<file path="config.mk">
export PLATFORM = sky130hd
export DESIGN_NAME = d_pipe_reg_flat
export DESIGN_NICKNAME = d
export VERILOG_FILES = /design/src/rtl/d_pipe_pkg.sv /design/src/rtl/d_pipe_reg_if.sv /design/src/rtl/d_pipe_stage.sv /design/src/rtl/d_pipe_reg.sv /design/src/flat_wrapper.sv
export SDC_FILE = /design/constraint.sdc
export NUM_CORES = 1
export LEC_CHECK = 0
export CORE_MARGIN = 3
export CORE_UTILIZATION = 35
export DETAILED_ROUTE_END_ITERATION = 12
export SETUP_SLACK_MARGIN = 0.02
export SYNTH_ARGS = -nofsm -noshare
export SYNTH_HDL_FRONTEND = slang
export SYNTH_SLANG_ARGS = --single-unit
</file>
<file path="constraint.sdc">
create_clock -name clk -period 7.64 [get_ports clk]
set_input_delay 1.528 -clock clk [delete_from_list [all_inputs] [get_ports clk]]
set_output_delay 1.528 -clock clk [all_outputs]
set_load 0.03 [all_outputs]
</file>
<file path="src/rtl/d_pipe_pkg.sv">
// Shared constants and sizing helper for the d_pipe_reg register pipeline.
package d_pipe_pkg;
  localparam int DEF_WIDTH = 8;
  localparam int DEF_DEPTH = 4;

  // Bits needed to hold an occupancy value in 0..depth.
  function automatic int cnt_w(input int depth);
    return (depth < 1) ? 1 : $clog2(depth + 1);
  endfunction
endpackage

</file>
<file path="src/rtl/d_pipe_reg_if.sv">
// Handshake bus of d_pipe_reg: push side, pop side and occupancy.
interface d_pipe_reg_if #(
  parameter int WIDTH = d_pipe_pkg::DEF_WIDTH,
  parameter int DEPTH = d_pipe_pkg::DEF_DEPTH
);
  import d_pipe_pkg::*;

  logic                      En;
  logic [WIDTH-1:0]          D;
  logic                      in_valid;
  logic                      in_ready;
  logic [WIDTH-1:0]          f;
  logic                      out_valid;
  logic                      out_ready;
  logic [cnt_w(DEPTH)-1:0]   count;

  modport master (
    output En, D, in_valid, out_ready,
    input  in_ready, f, out_valid, count
  );

  modport slave (
    input  En, D, in_valid, out_ready,
    output in_ready, f, out_valid, count
  );
endinterface

</file>
<file path="src/rtl/d_pipe_stage.sv">
// One pipeline slot: data register plus valid bit, loaded from upstream
// and emptied when it advances downstream.
module d_pipe_stage #(
  parameter int WIDTH = d_pipe_pkg::DEF_WIDTH
) (
  input  logic             clk,
  input  logic             rst,
  input  logic             load,
  input  logic             advance,
  input  logic [WIDTH-1:0] din,
  output logic             valid,
  output logic [WIDTH-1:0] data
);
  always_ff @(posedge clk) begin
    if (rst) begin
      valid <= 1'b0;
      data  <= '0;
    end else begin
      // A stage can drain and refill in the same cycle.
      valid <= load || (valid && !advance);
      if (load) data <= din;
    end
  end
endmodule

</file>
<file path="src/rtl/d_pipe_reg.sv">
// Bubble-collapsing register pipeline with valid/ready handshake on both ends,
// a global freeze enable and an occupancy counter.
module d_pipe_reg
  import d_pipe_pkg::*;
#(
  parameter int WIDTH = DEF_WIDTH,
  parameter int DEPTH = DEF_DEPTH
) (
  input  logic         clk,
  input  logic         rst,
  d_pipe_reg_if.slave  bus
);
  localparam int CW = cnt_w(DEPTH);

  logic [DEPTH-1:0]            valid;
  logic [DEPTH-1:0]            adv;
  logic [DEPTH-1:0]            load;
  logic [DEPTH:0]              free;
  logic [DEPTH-1:0][WIDTH-1:0] data;
  logic [DEPTH-1:0][WIDTH-1:0] din;
  logic                        push;
  logic                        pop;
  logic [CW-1:0]               count;

  // Ready ripples from the sink back to stage 0, so a full pipe still
  // accepts a word when the sink pops in the same cycle.
  always_comb begin
    free        = '0;
    adv         = '0;
    free[DEPTH] = bus.out_ready;
    for (int i = DEPTH - 1; i >= 0; i--) begin
      adv[i]  = bus.En && valid[i] && free[i+1];
      free[i] = !valid[i] || adv[i];
    end
  end

  assign push = bus.En && bus.in_valid && free[0];
  assign pop  = adv[DEPTH-1];

  always_comb begin
    load    = '0;
    din     = '0;
    load[0] = push;
    din[0]  = bus.D;
    for (int i = 1; i < DEPTH; i++) begin
      load[i] = adv[i-1];
      din[i]  = data[i-1];
    end
  end

  for (genvar i = 0; i < DEPTH; i++) begin : g_stage
    d_pipe_stage #(.WIDTH(WIDTH)) u_stage (
      .clk     (clk),
      .rst     (rst),
      .load    (load[i]),
      .advance (adv[i]),
      .din     (din[i]),
      .valid   (valid[i]),
      .data    (data[i])
    );
  end

  always_ff @(posedge clk) begin
    if (rst)                count <= '0;
    else if (push && !pop)  count <= count + CW'(1);
    else if (pop && !push)  count <= count - CW'(1);
  end

  assign bus.in_ready  = bus.En && free[0];
  assign bus.out_valid = bus.En && valid[DEPTH-1];
  assign bus.f         = data[DEPTH-1];
  assign bus.count     = count;
endmodule

</file>
<file path="src/flat_wrapper.sv">
// flat-port wrapper written by rule: the top's interface ports become plain ports
module d_pipe_reg_flat import d_pipe_pkg::*;
#(
  parameter int WIDTH = DEF_WIDTH,
  parameter int DEPTH = DEF_DEPTH
)
  (clk, rst, bus_En, bus_D, bus_in_valid, bus_out_ready, bus_in_ready, bus_f, bus_out_valid, bus_count);
  d_pipe_reg_if #(.WIDTH(WIDTH), .DEPTH(DEPTH)) bus_i ();
  input  logic clk;
  input  logic rst;
  input wire logic [$bits(bus_i.En)-1:0] bus_En;
  input wire logic [$bits(bus_i.D)-1:0] bus_D;
  input wire logic [$bits(bus_i.in_valid)-1:0] bus_in_valid;
  input wire logic [$bits(bus_i.out_ready)-1:0] bus_out_ready;
  output wire logic [$bits(bus_i.in_ready)-1:0] bus_in_ready;
  output wire logic [$bits(bus_i.f)-1:0] bus_f;
  output wire logic [$bits(bus_i.out_valid)-1:0] bus_out_valid;
  output wire logic [$bits(bus_i.count)-1:0] bus_count;
  assign bus_i.En = bus_En;
  assign bus_i.D = bus_D;
  assign bus_i.in_valid = bus_in_valid;
  assign bus_i.out_ready = bus_out_ready;
  assign bus_in_ready = bus_i.in_ready;
  assign bus_f = bus_i.f;
  assign bus_out_valid = bus_i.out_valid;
  assign bus_count = bus_i.count;
  d_pipe_reg #(.WIDTH(WIDTH), .DEPTH(DEPTH)) u_core (.clk(clk), .rst(rst), .bus(bus_i));
endmodule
</file>
==> results.md, run 1 <==
- Yosys warns: 0
- Total negative slack: 0 ps
- EDFF count, synth: 0
- Area Growth Syn to Fin: 15.7%
- Ant. Diodes: 0
- PnR worst setup slack: approximately 2500 ps
- Commonest cells post-synth: 39 x dfxtp_1, 34 x nand2b_1, 17 x mux2i_1, 15 x a21oi_1
- Initial Util: between 30% and 40%
- Residual DRC: 0
- Total Routed Length: around 3400 microns
- Slew Limit Headroom: ~29%
- Synth area leaders: dfxtp_1 41%, nand2b_1 11%, mux2i_1 8.9%
- Tot GR Track Use: between 10% and 20%
- Tcrit/Tclk final: between 60% and 70%
- Syn Area/Cell: roughly 9.4 sq um
- Register area: ~800 sq um
- CP max stage delay: 780 ps
- Clk pin slew, worst setup/hold paths: 70 ps
- Core area: between 5000 and 6000 sq um
- Post-cts sizing count: 0
- Vias in the first global route: approximately 1300
- Critical path fanouts, max: 20
- Sink Count: 39
- Largest net degree at the start of global routing: 65
- CP Class: in -> out
- Setup crit end kind: primary output
- Die H: between 70 and 80 microns
- Clock Tree Root: clkbuf_8
- Final ANT Viol Nets: 0
- Final setup fails: 0
- Final hold viol count: 0
- FF+latch count, synth: 39
- Hold Crit Class: reg -> reg
- Initial antenna violation count: 0
- Via count: around 1400
- Synth area leader: dfxtp_1
- GP Congestion: around 0.74
- TritonRoute pass-1 iters: 4
- # IOs: 26
- Vias/cell: a little over 5
- Synth top area share: approximately two fifths
- Cells after synthesis: approximately 200
- H-tree lvl count: 2
- Max-cap violations: 0
- P per Cell Area: about 180 nW/um^2
- Top FF cell, synth: dfxtp_1
- Syn nets: 218
- Avg WL per Cell: 12.2 microns
- Max Clock Skew: approximately 2.9 ps
- Share of layout cells above drive strength 1: around 8.0%
- Rows: 26
- Fill cells: 536
- Post-CTS setup buffer count: 0
- Worst path cell trace: clkdlybuf4s50_1 > and4b_1 > a21oi_1 > clkdlybuf4s50_1
- Most common cell in the synthesized netlist: dfxtp_1
- Syn Std Cell Area: between 1500 and 2000 sq um
- Clk buf depth: 2
- Count of input and output buffers: 25
- Global-route wire length before repair: roughly 6100 microns
- Dpl ws: between 2000 and 3000 ps
- HPWL Detailed: around 2200 microns
- Total gr overflow: 0
- Hold buffer count at cts: 0
- Cell mode on critical path: clkdlybuf4s50_1
- Hold path depth: 2
- Fin nets: between 200 and 250
- Req. time, crit path: between 6000 and 7000 ps
- Leak: approximately 0.74 nW
- Count of different cell masters after synthesis: 29
- Final hold slack: roughly 470 ps
- Clk_lat worst skew: approximately 290 ps
- Synth async-reset ratio: 0%
- Status: complete, no violations
- Multi-input logic area: approximately 980 sq um
- RSZ-0062 raised after global routing: false
- Slowest-stage cell, CP: and4b_1
- Worst Path Arrival: 3560 ps
- Final Slew Violations: 0
- CTS tree: yes
- Peak supply drop: a little under 0.00007 V
- Reg2reg path depth: 8
- FMAX: ~200 MHz
- Chip width: approximately 80 microns
- Slew at the pin with the worst max-slew slack: about 1100 ps
- Seq/Total Area, Yosys: 40.8%
- Inserted Clock Buffers: 5
- Worst setup SP type: input port
- Final min period: ~5000 ps
- Die area: 6380 sq um
- First DRT Iteration DRCs: slightly below 80
[cell usage in the layout, fill, tap and decap left out]
cell,n
or3_1,1
fa_1,1
nand3_1,8
a21oi_1,15
inv_1,2
clkbuf_1,1
clkbuf_8,7
nand2_4,1
mux2i_1,17
ha_1,1
and4b_1,1
nor2_4,1
o21ai_1,2
nor2b_1,1
or4b_1,10
nand4_1,8
nand2b_1,34
dfxtp_1,39
o22ai_1,1
clkdlybuf4s50_1,25
and2_1,1
nand4b_1,8
or4b_2,6
o21ai_0,9
nand2_1,5
xor2_1,2
and2_2,1
nor2_1,3
buf_4,1
[cells by family after synthesis]
group | count (synthesis) | share of synthesized area [%]
flops | 39 | 40.8
compound gates | 27 | 7.13
buf+inv | 27 | 7.98
xor+xnor | 2 | 0.916
fa+ha+maj | 2 | 1.70
mux | 17 | 8.90
simple gates | 89 | 32.5
[through the flow]
step	cells	utilization (%)	total power, mW	cell area (sq um)
global placement	274	40.6	0.260	2110
global route	282	42.5	0.424	2210
CTS	282	42.5	0.411	2210
detailed placement	274	40.6	0.260	2110
floorplan	203	-	0.246	1910
finish	282	42.5	0.405	2210
[state kept, by name, indices dropped and copies added, names as in the netlist]
register,flops
u_core.g_stage.u_stage.valid,4
u_core.g_stage.u_stage.data,32
u_core.bus.count,3
[where the power goes]
| part | total, mW | internal (mW) | switching [mW] |
|---|---|---|---|
| logic | 0.0403 | 0.0208 | 0.0196 |
| clock network | 0.150 | 0.0823 | 0.0675 |
| registers | 0.215 | 0.210 | 0.00500 |
| total | 0.405 | 0.313 | 0.0921 |
[layout make-up]
type                       instances  share of cell area [%]
timing repair buffer              26                    11.7
sequential                        39                    35.3
inverter                           2                   0.339
tap                               70                    3.96
clock buffer                       8                    4.52
multi-input combinational        137                    44.2
[path summary, 6_finish.rpt]
kind	start	endpoint	slack [ps]
max	bus_out_ready	bus_in_ready	2550
min	u_core.g_stage[2].u_stage.data[4]	u_core.g_stage[3].u_stage.data[4]	470
max reg2reg	u_core.g_stage[2].u_stage.valid	u_core.bus.count[2]	5260
min reg2reg	u_core.g_stage[2].u_stage.data[4]	u_core.g_stage[3].u_stage.data[4]	470
[metal layers]
layer | up-vias | share of wire, % | track usage [%]
met5 | - | 0 | 0
li1 | 731 | - | -
met4 | 0 | 1.7 | 4.56
met1 | 657 | 52 | 16.4
met3 | 6 | 5.3 | 4.18
met2 | 31 | 41 | 17.7
[worst max-delay path, delay by kind of cell]
family,cells,cell delay (ps)
buffers and inverters,2,1090
AOI/OAI and AO/OA,1,150
and+or+nand+nor,1,780
No activity file was read; power rests on OpenSTA's default activity.
==> inputs of run 2 (changes only) <==
- clock period: 7.64 -> 4.3 ns (I/O delays scaled with it)
==> results.md, run 2 (synthesis gave the netlist of run 1 again) <==
- Final setup fails: 0 (unchanged)
- Via count: 1417 (-0.56%)
- Hold buffer count at cts: 0 (unchanged)
- Most frequent cells in the layout: 39 x dfxtp_1, 34 x nand2b_1, 25 x clkdlybuf4s50_1
- Max Clock Skew: 8.88 ps (+5.98 ps)
- GR Util met1: 17.3% (+0.90 points)
- TritonRoute pass-1 iters: 4 (unchanged)
- Gr busiest metal: met1
- Clock Tree Root: clkbuf_8
- Post-cts sizing count: 0 (unchanged)
- Final hold viol count: 0 (unchanged)
- Fin nets: 227 (+0.44%)
- Post-DP Area: 2120 sq um (+0.36%)
- Die area: 6380 sq um (unchanged)
- Leak: 0.750 nW (+1.6%)
- Req. time, crit path: 3440 ps (-2670 ps)
- Share of layout cells above drive strength 1: 8.92% (+0.90 points)
- Inserted Clock Buffers: 5 (unchanged)
- Worst setup SP type: input port
- Peak supply drop: 0.000112 V (+63%)
- Core area: 5200 sq um (unchanged)
- Largest registers: u_core.g_stage.u_stage.data (32), u_core.g_stage.u_stage.valid (4), u_core.bus.count (3)
- Tcrit/Tclk final: slightly below 80%
- Design Area, Final: 2230 sq um (+0.91%)
- Vias in the first global route: 1280 (-5.0%)
- CTS tree: yes
- Critical path fanouts, max: 8 (-60%)
- Final ANT Viol Nets: 0 (unchanged)
- First DRT Iteration DRCs: 90 (+17%)
- Chip width: 79.9 microns (unchanged)
- Total gr overflow: 0 (unchanged)
- Fill cells: 539 (+0.56%)
- Int Power: 582 uW (+86%)
- Placed insts: 275 (+0.36%)
- Comb power frac: 9.5% (-0.5 points)
- Met3 GRT Util: 3.16% (-1.0 points)
- P per Cell Area: 338 nW/um^2 (+85%)
- Largest net degree at the start of global routing: 43 (-34%)
- CP Class: in -> out
- Slew Limit Headroom: 25.3% (-3.2 points)
- Sink Count: 39 (unchanged)
- Status: complete, no violations
- Hold Crit Class: reg -> reg
- Worst Path Arrival: 2500 ps (-1060 ps)
- Critical Path Start: bus_En
- FMAX: 298 MHz
- Vias/cell: 5.01 (-0.91%)
- Count of input and output buffers: 25 (unchanged)
- H-tree lvl count: 2 (unchanged)
- Tot GR Track Use: 11.6% (-0.52 points)
- Clock power frac: 40.0% (+3.0 points)
- Switching power: 172 uW (+87%)
- GP Congestion: 0.724 (-1.8%)
- Max reg flops: 32 (unchanged)
- Max-cap violations: 0 (unchanged)
- Total negative slack: 0 ps (unchanged)
- Clk pin slew, worst setup/hold paths: 80 ps (about the same)
- Rows: 26 (unchanged)
- Final Slew Violations: 0 (unchanged)
- Residual DRC: 0 (unchanged)
- Non-Filler Instances: 283 (+0.35%)
- Post-CTS setup buffer count: 0 (unchanged)
- Final min period: roughly 3400 ps
- Clk buf depth: 2 (unchanged)
- M2 GR Usage: 15.6% (-2.2 points)
- Most common cell after layout, fill and taps aside: dfxtp_1
- RSZ-0062 raised after global routing: false
- Clk_lat worst skew: 290 ps (about the same)
- Critical R2R Launch: u_core.g_stage[2].u_stage.valid
- HP Start: u_core.g_stage[2].u_stage.data[5]
- Die H: 79.9 microns (unchanged)
- Global-route wire length before repair: 5930 microns (-2.7%)
- Total Routed Length: 3440 microns (unchanged)
- Avg WL per Cell: 12.2 microns (-0.35%)
- Register share of total power: 50.6% (-2.4 points)
- Setup crit end kind: primary output
- Area Growth Syn to Fin: 16.8%
- Ant. Diodes: 0 (unchanged)
- Initial Util: 36.7% (unchanged)
- Switching share of power: 22.8% (+0.072 points)
- Total power: 754 uW (+86%)
- Slew at the pin with the worst max-slew slack: 1120 ps (+45.0 ps)
- # IOs: 26 (unchanged)
- Reg with most FFs: u_core.g_stage.u_stage.data
- Initial antenna violation count: 0 (unchanged)
- HPWL Detailed: 2330 microns (+4.6%)
-- run 2: per-layer routing --
metal | vias up | share of wire (%)
met3 | 5 | 4.9
li1 | 733 | -
met4 | 0 | 1.2
met5 | - | 0
met2 | 32 | 38
met1 | 647 | 56
-- run 2: layout make-up --
type,count,area (sq um),area share [%]
Clock inverter,3,43.8,1.96
Inverter,2,7.51,0.336
Multi-Input combinational cell,137,978,43.8
Sequential cell,39,781,35.0
Timing Repair Buffer,27,265,11.9
Clock buffer,5,68.8,3.08
Tap cell,70,87.6,3.92
-- run 2: worst max-delay path, stage by stage --
cell and delay, ps:
clkdlybuf4s50_1 660, inv_1 120, a21oi_1 160, clkdlybuf4s50_1 690
-- run 2: stage by stage --
stage / setup WS, ps / hold WS, ps / util [%]
floorplan: 1520 / 444 / -
global placement: 924 / 454 / 40.7
detailed placement: 916 / 461 / 40.7
CTS: 900 / 475 / 42.9
global route: 813 / 497 / 42.9
finish: 939 / 474 / 42.9
-- run 2: path summary, 6_finish.rpt --
path         cells past startpoint                           endpoint  slack [ps]
max                              4                       bus_in_ready         940
min                              2  u_core.g_stage[3].u_stage.data[5]         470
max reg2reg                      9                u_core.bus.count[2]        2020
min reg2reg                      2  u_core.g_stage[3].u_stage.data[5]         470
-- run 2: power by group through the flow --
stage / sequential [mW] / combinational, mW / clock, mW
after global routing: 0.383 / 0.0798 / 0.327
after detailed placement: 0.390 / 0.0720 / 0
after CTS: 0.381 / 0.0724 / 0.314
final: 0.381 / 0.0716 / 0.301
after global placement: 0.390 / 0.0718 / 0
after floorplan: 0.391 / 0.0458 / 0
==> inputs of run 3 (changes only) <==
- clock period: 4.3 -> 3.1 ns (I/O delays scaled with it)
==> results.md, run 3 (synthesis gave the netlist of run 1 again) <==
- Final ANT Viol Nets: 0 (unchanged)
- Buf/Inv on CP: 2 (-1)
- Die area: 6380 sq um (unchanged)
- Cell mode on critical path: clkdlybuf4s50_1
- Initial antenna violation count: 0 (unchanged)
- Avg WL per Cell: 12.2 microns (+0.45%)
- Die H: 79.9 microns (unchanged)
- Most frequent cells in the layout: 39 x dfxtp_1, 34 x nand2b_1, 25 x clkdlybuf4s50_1
- Total gr overflow: 0 (unchanged)
- Final setup fails: 0 (unchanged)
- Clk_lat worst skew: 290 ps (about the same)
- First DRT Iteration DRCs: 57 (-37%)
- Slew at the pin with the worst max-slew slack: 1060 ps (-58.7 ps)
- Cell family with most CP delay: buffers and inverters
- Tcrit/Tclk final: approximately 90%
- Register area: 781 sq um (unchanged)
- Max Clock Skew: 3.68 ps (-5.20 ps)
- Post-CTS setup buffer count: 0 (unchanged)
- Worst Path Arrival: 2250 ps (-250 ps)
- Total negative slack: 0 ps (unchanged)
- Worst setup SP type: input port
- Residual DRC: 0 (unchanged)
- Switching share of power: 25.0% (+2.2 points)
- Switching power: 241 uW (+40%)
- Via count: 1405 (-0.85%)
- Final min period: around 2900 ps
- Ant. Diodes: 0 (unchanged)
- GP Congestion: 0.772 (+6.6%)
- Area Growth Syn to Fin: 16.4%
- Post-cts sizing count: 0 (unchanged)
- Worst path cell trace: clkdlybuf4s50_1 > and4b_1 > a21oi_1 > clkdlybuf4s50_1
- Largest registers: u_core.g_stage.u_stage.data (32), u_core.g_stage.u_stage.valid (4), u_core.bus.count (3)
- TritonRoute pass-1 iters: 4 (unchanged)
- Hold Crit Class: reg -> reg
- Comb power frac: 10.5% (+1.0 points)
- RSZ-0062 raised after global routing: false
- Peak supply drop: 0.000177 V (+58%)
- CTS tree: yes
- Max reg flops: 32 (unchanged)
- CP max stage delay: 690 ps (about the same)
- Vias in the first global route: 1393 (+8.8%)
- Slew Limit Headroom: 29.4% (+4.1 points)
- Core area: 5200 sq um (unchanged)
- Clk buf depth: 2 (unchanged)
- Req. time, crit path: 2480 ps (-960 ps)
- H-tree lvl count: 2 (unchanged)
- Register share of total power: 54.7% (+4.1 points)
- Clock Tree Root: clkbuf_8
- Max-cap violations: 0 (unchanged)
- Most common cell after layout, fill and taps aside: dfxtp_1
- Hold buffer count at cts: 0 (unchanged)
- Slowest-stage cell, CP: clkdlybuf4s50_1
- Int Power: 724 uW (+24%)
- Global-route wire length before repair: 6230 microns (+5.0%)
- HPWL Detailed: 2290 microns (-1.8%)
- # IOs: 26 (unchanged)
- Vias/cell: 4.91 (-1.9%)
- Inserted Clock Buffers: 5 (unchanged)
- Critical path fanouts, max: 4 (-4)
- Final hold viol count: 0 (unchanged)
- Largest net degree at the start of global routing: 65 (+51%)
- Total power: 965 uW (+28%)
- Multi-input logic area: 978 sq um (unchanged)
- Clk pin slew, worst setup/hold paths: 80 ps (about the same)
- Setup crit end kind: primary output
- Tot GR Track Use: 12.2% (+0.60 points)
- Chip width: 79.9 microns (unchanged)
- Fill cells: 522 (-3.2%)
- Reg with most FFs: u_core.g_stage.u_stage.data
- Status: complete, no violations
- Count of input and output buffers: 25 (unchanged)
- Leak: 0.754 nW (+0.49%)
- Initial Util: 36.7% (unchanged)
- FMAX: roughly 350 MHz
- Rows: 26 (unchanged)
- Total Routed Length: 3490 microns (+1.5%)
- Clock power frac: 34.7% (-5.3 points)
- CP Class: in -> out
- P per Cell Area: 434 nW/um^2 (+28%)
- Sink Count: 39 (unchanged)
- Fin nets: 230 (+1.3%)
- Final Slew Violations: 0 (unchanged)
- Share of layout cells above drive strength 1: 10.2% (+1.3 points)
## run 3: power by group through the flow
stage | registers, mW | logic, mW | clock network, mW
after floorplan | 0.542 | 0.0635 | 0
after global placement | 0.540 | 0.102 | 0
after detailed placement | 0.540 | 0.103 | 0
after CTS | 0.528 | 0.103 | 0.347
after global routing | 0.531 | 0.112 | 0.369
final | 0.528 | 0.102 | 0.335
## run 3: worst paths after layout
check / startpoint / endpoint / slack, ps / depth (start not counted)
hold reg to reg: u_core.g_stage[2].u_stage.data[2] / u_core.g_stage[3].u_stage.data[2] / 470 / 2
setup reg to reg: u_core.g_stage[2].u_stage.valid / u_core.bus.count[2] / 990 / 8
setup / recovery: bus_out_ready / bus_in_ready / 230 / 4
hold / removal: u_core.g_stage[2].u_stage.data[2] / u_core.g_stage[3].u_stage.data[2] / 470 / 2
## run 3: layout make-up
cell class | count | area share, %
Clock buffer | 5 | 3.09
Clock inverter | 3 | 0.675
Inverter | 2 | 0.337
Multi-Input combinational cell | 137 | 44.0
Sequential cell | 39 | 35.1
Tap cell | 70 | 3.93
Timing Repair Buffer | 30 | 12.9
## run 3: metal layers
metal / vias up / global-route usage, % / wire (microns)
met5: - / 0 / 0
met4: 0 / 5.57 / 67
met3: 8 / 3.16 / 163
met2: 31 / 19.0 / 1390
met1: 624 / 15.8 / 1870
li1: 742 / - / -
## run 3: worst min-delay path: cells and delay by family, from the launching register on
family             cells  cell delay [ps]
AOI/OAI and AO/OA      1               50
DFF                    1              310
and+or+nand+nor        1               60
## run 3: stage by stage
stage | worst slack (ps) | area [sq um] | cells | hold slack, ps | util (%)
2_1_floorplan | 562 | 1910 | 203 | 444 | -
3_3_place_gp | 207 | 2140 | 278 | 457 | 41.2
3_5_place_dp | 235 | 2140 | 278 | 459 | 41.2
4_1_cts | 208 | 2230 | 286 | 471 | 42.8
5_1_grt | 166 | 2230 | 286 | 499 | 42.8
6_report | 228 | 2230 | 286 | 469 | 42.8
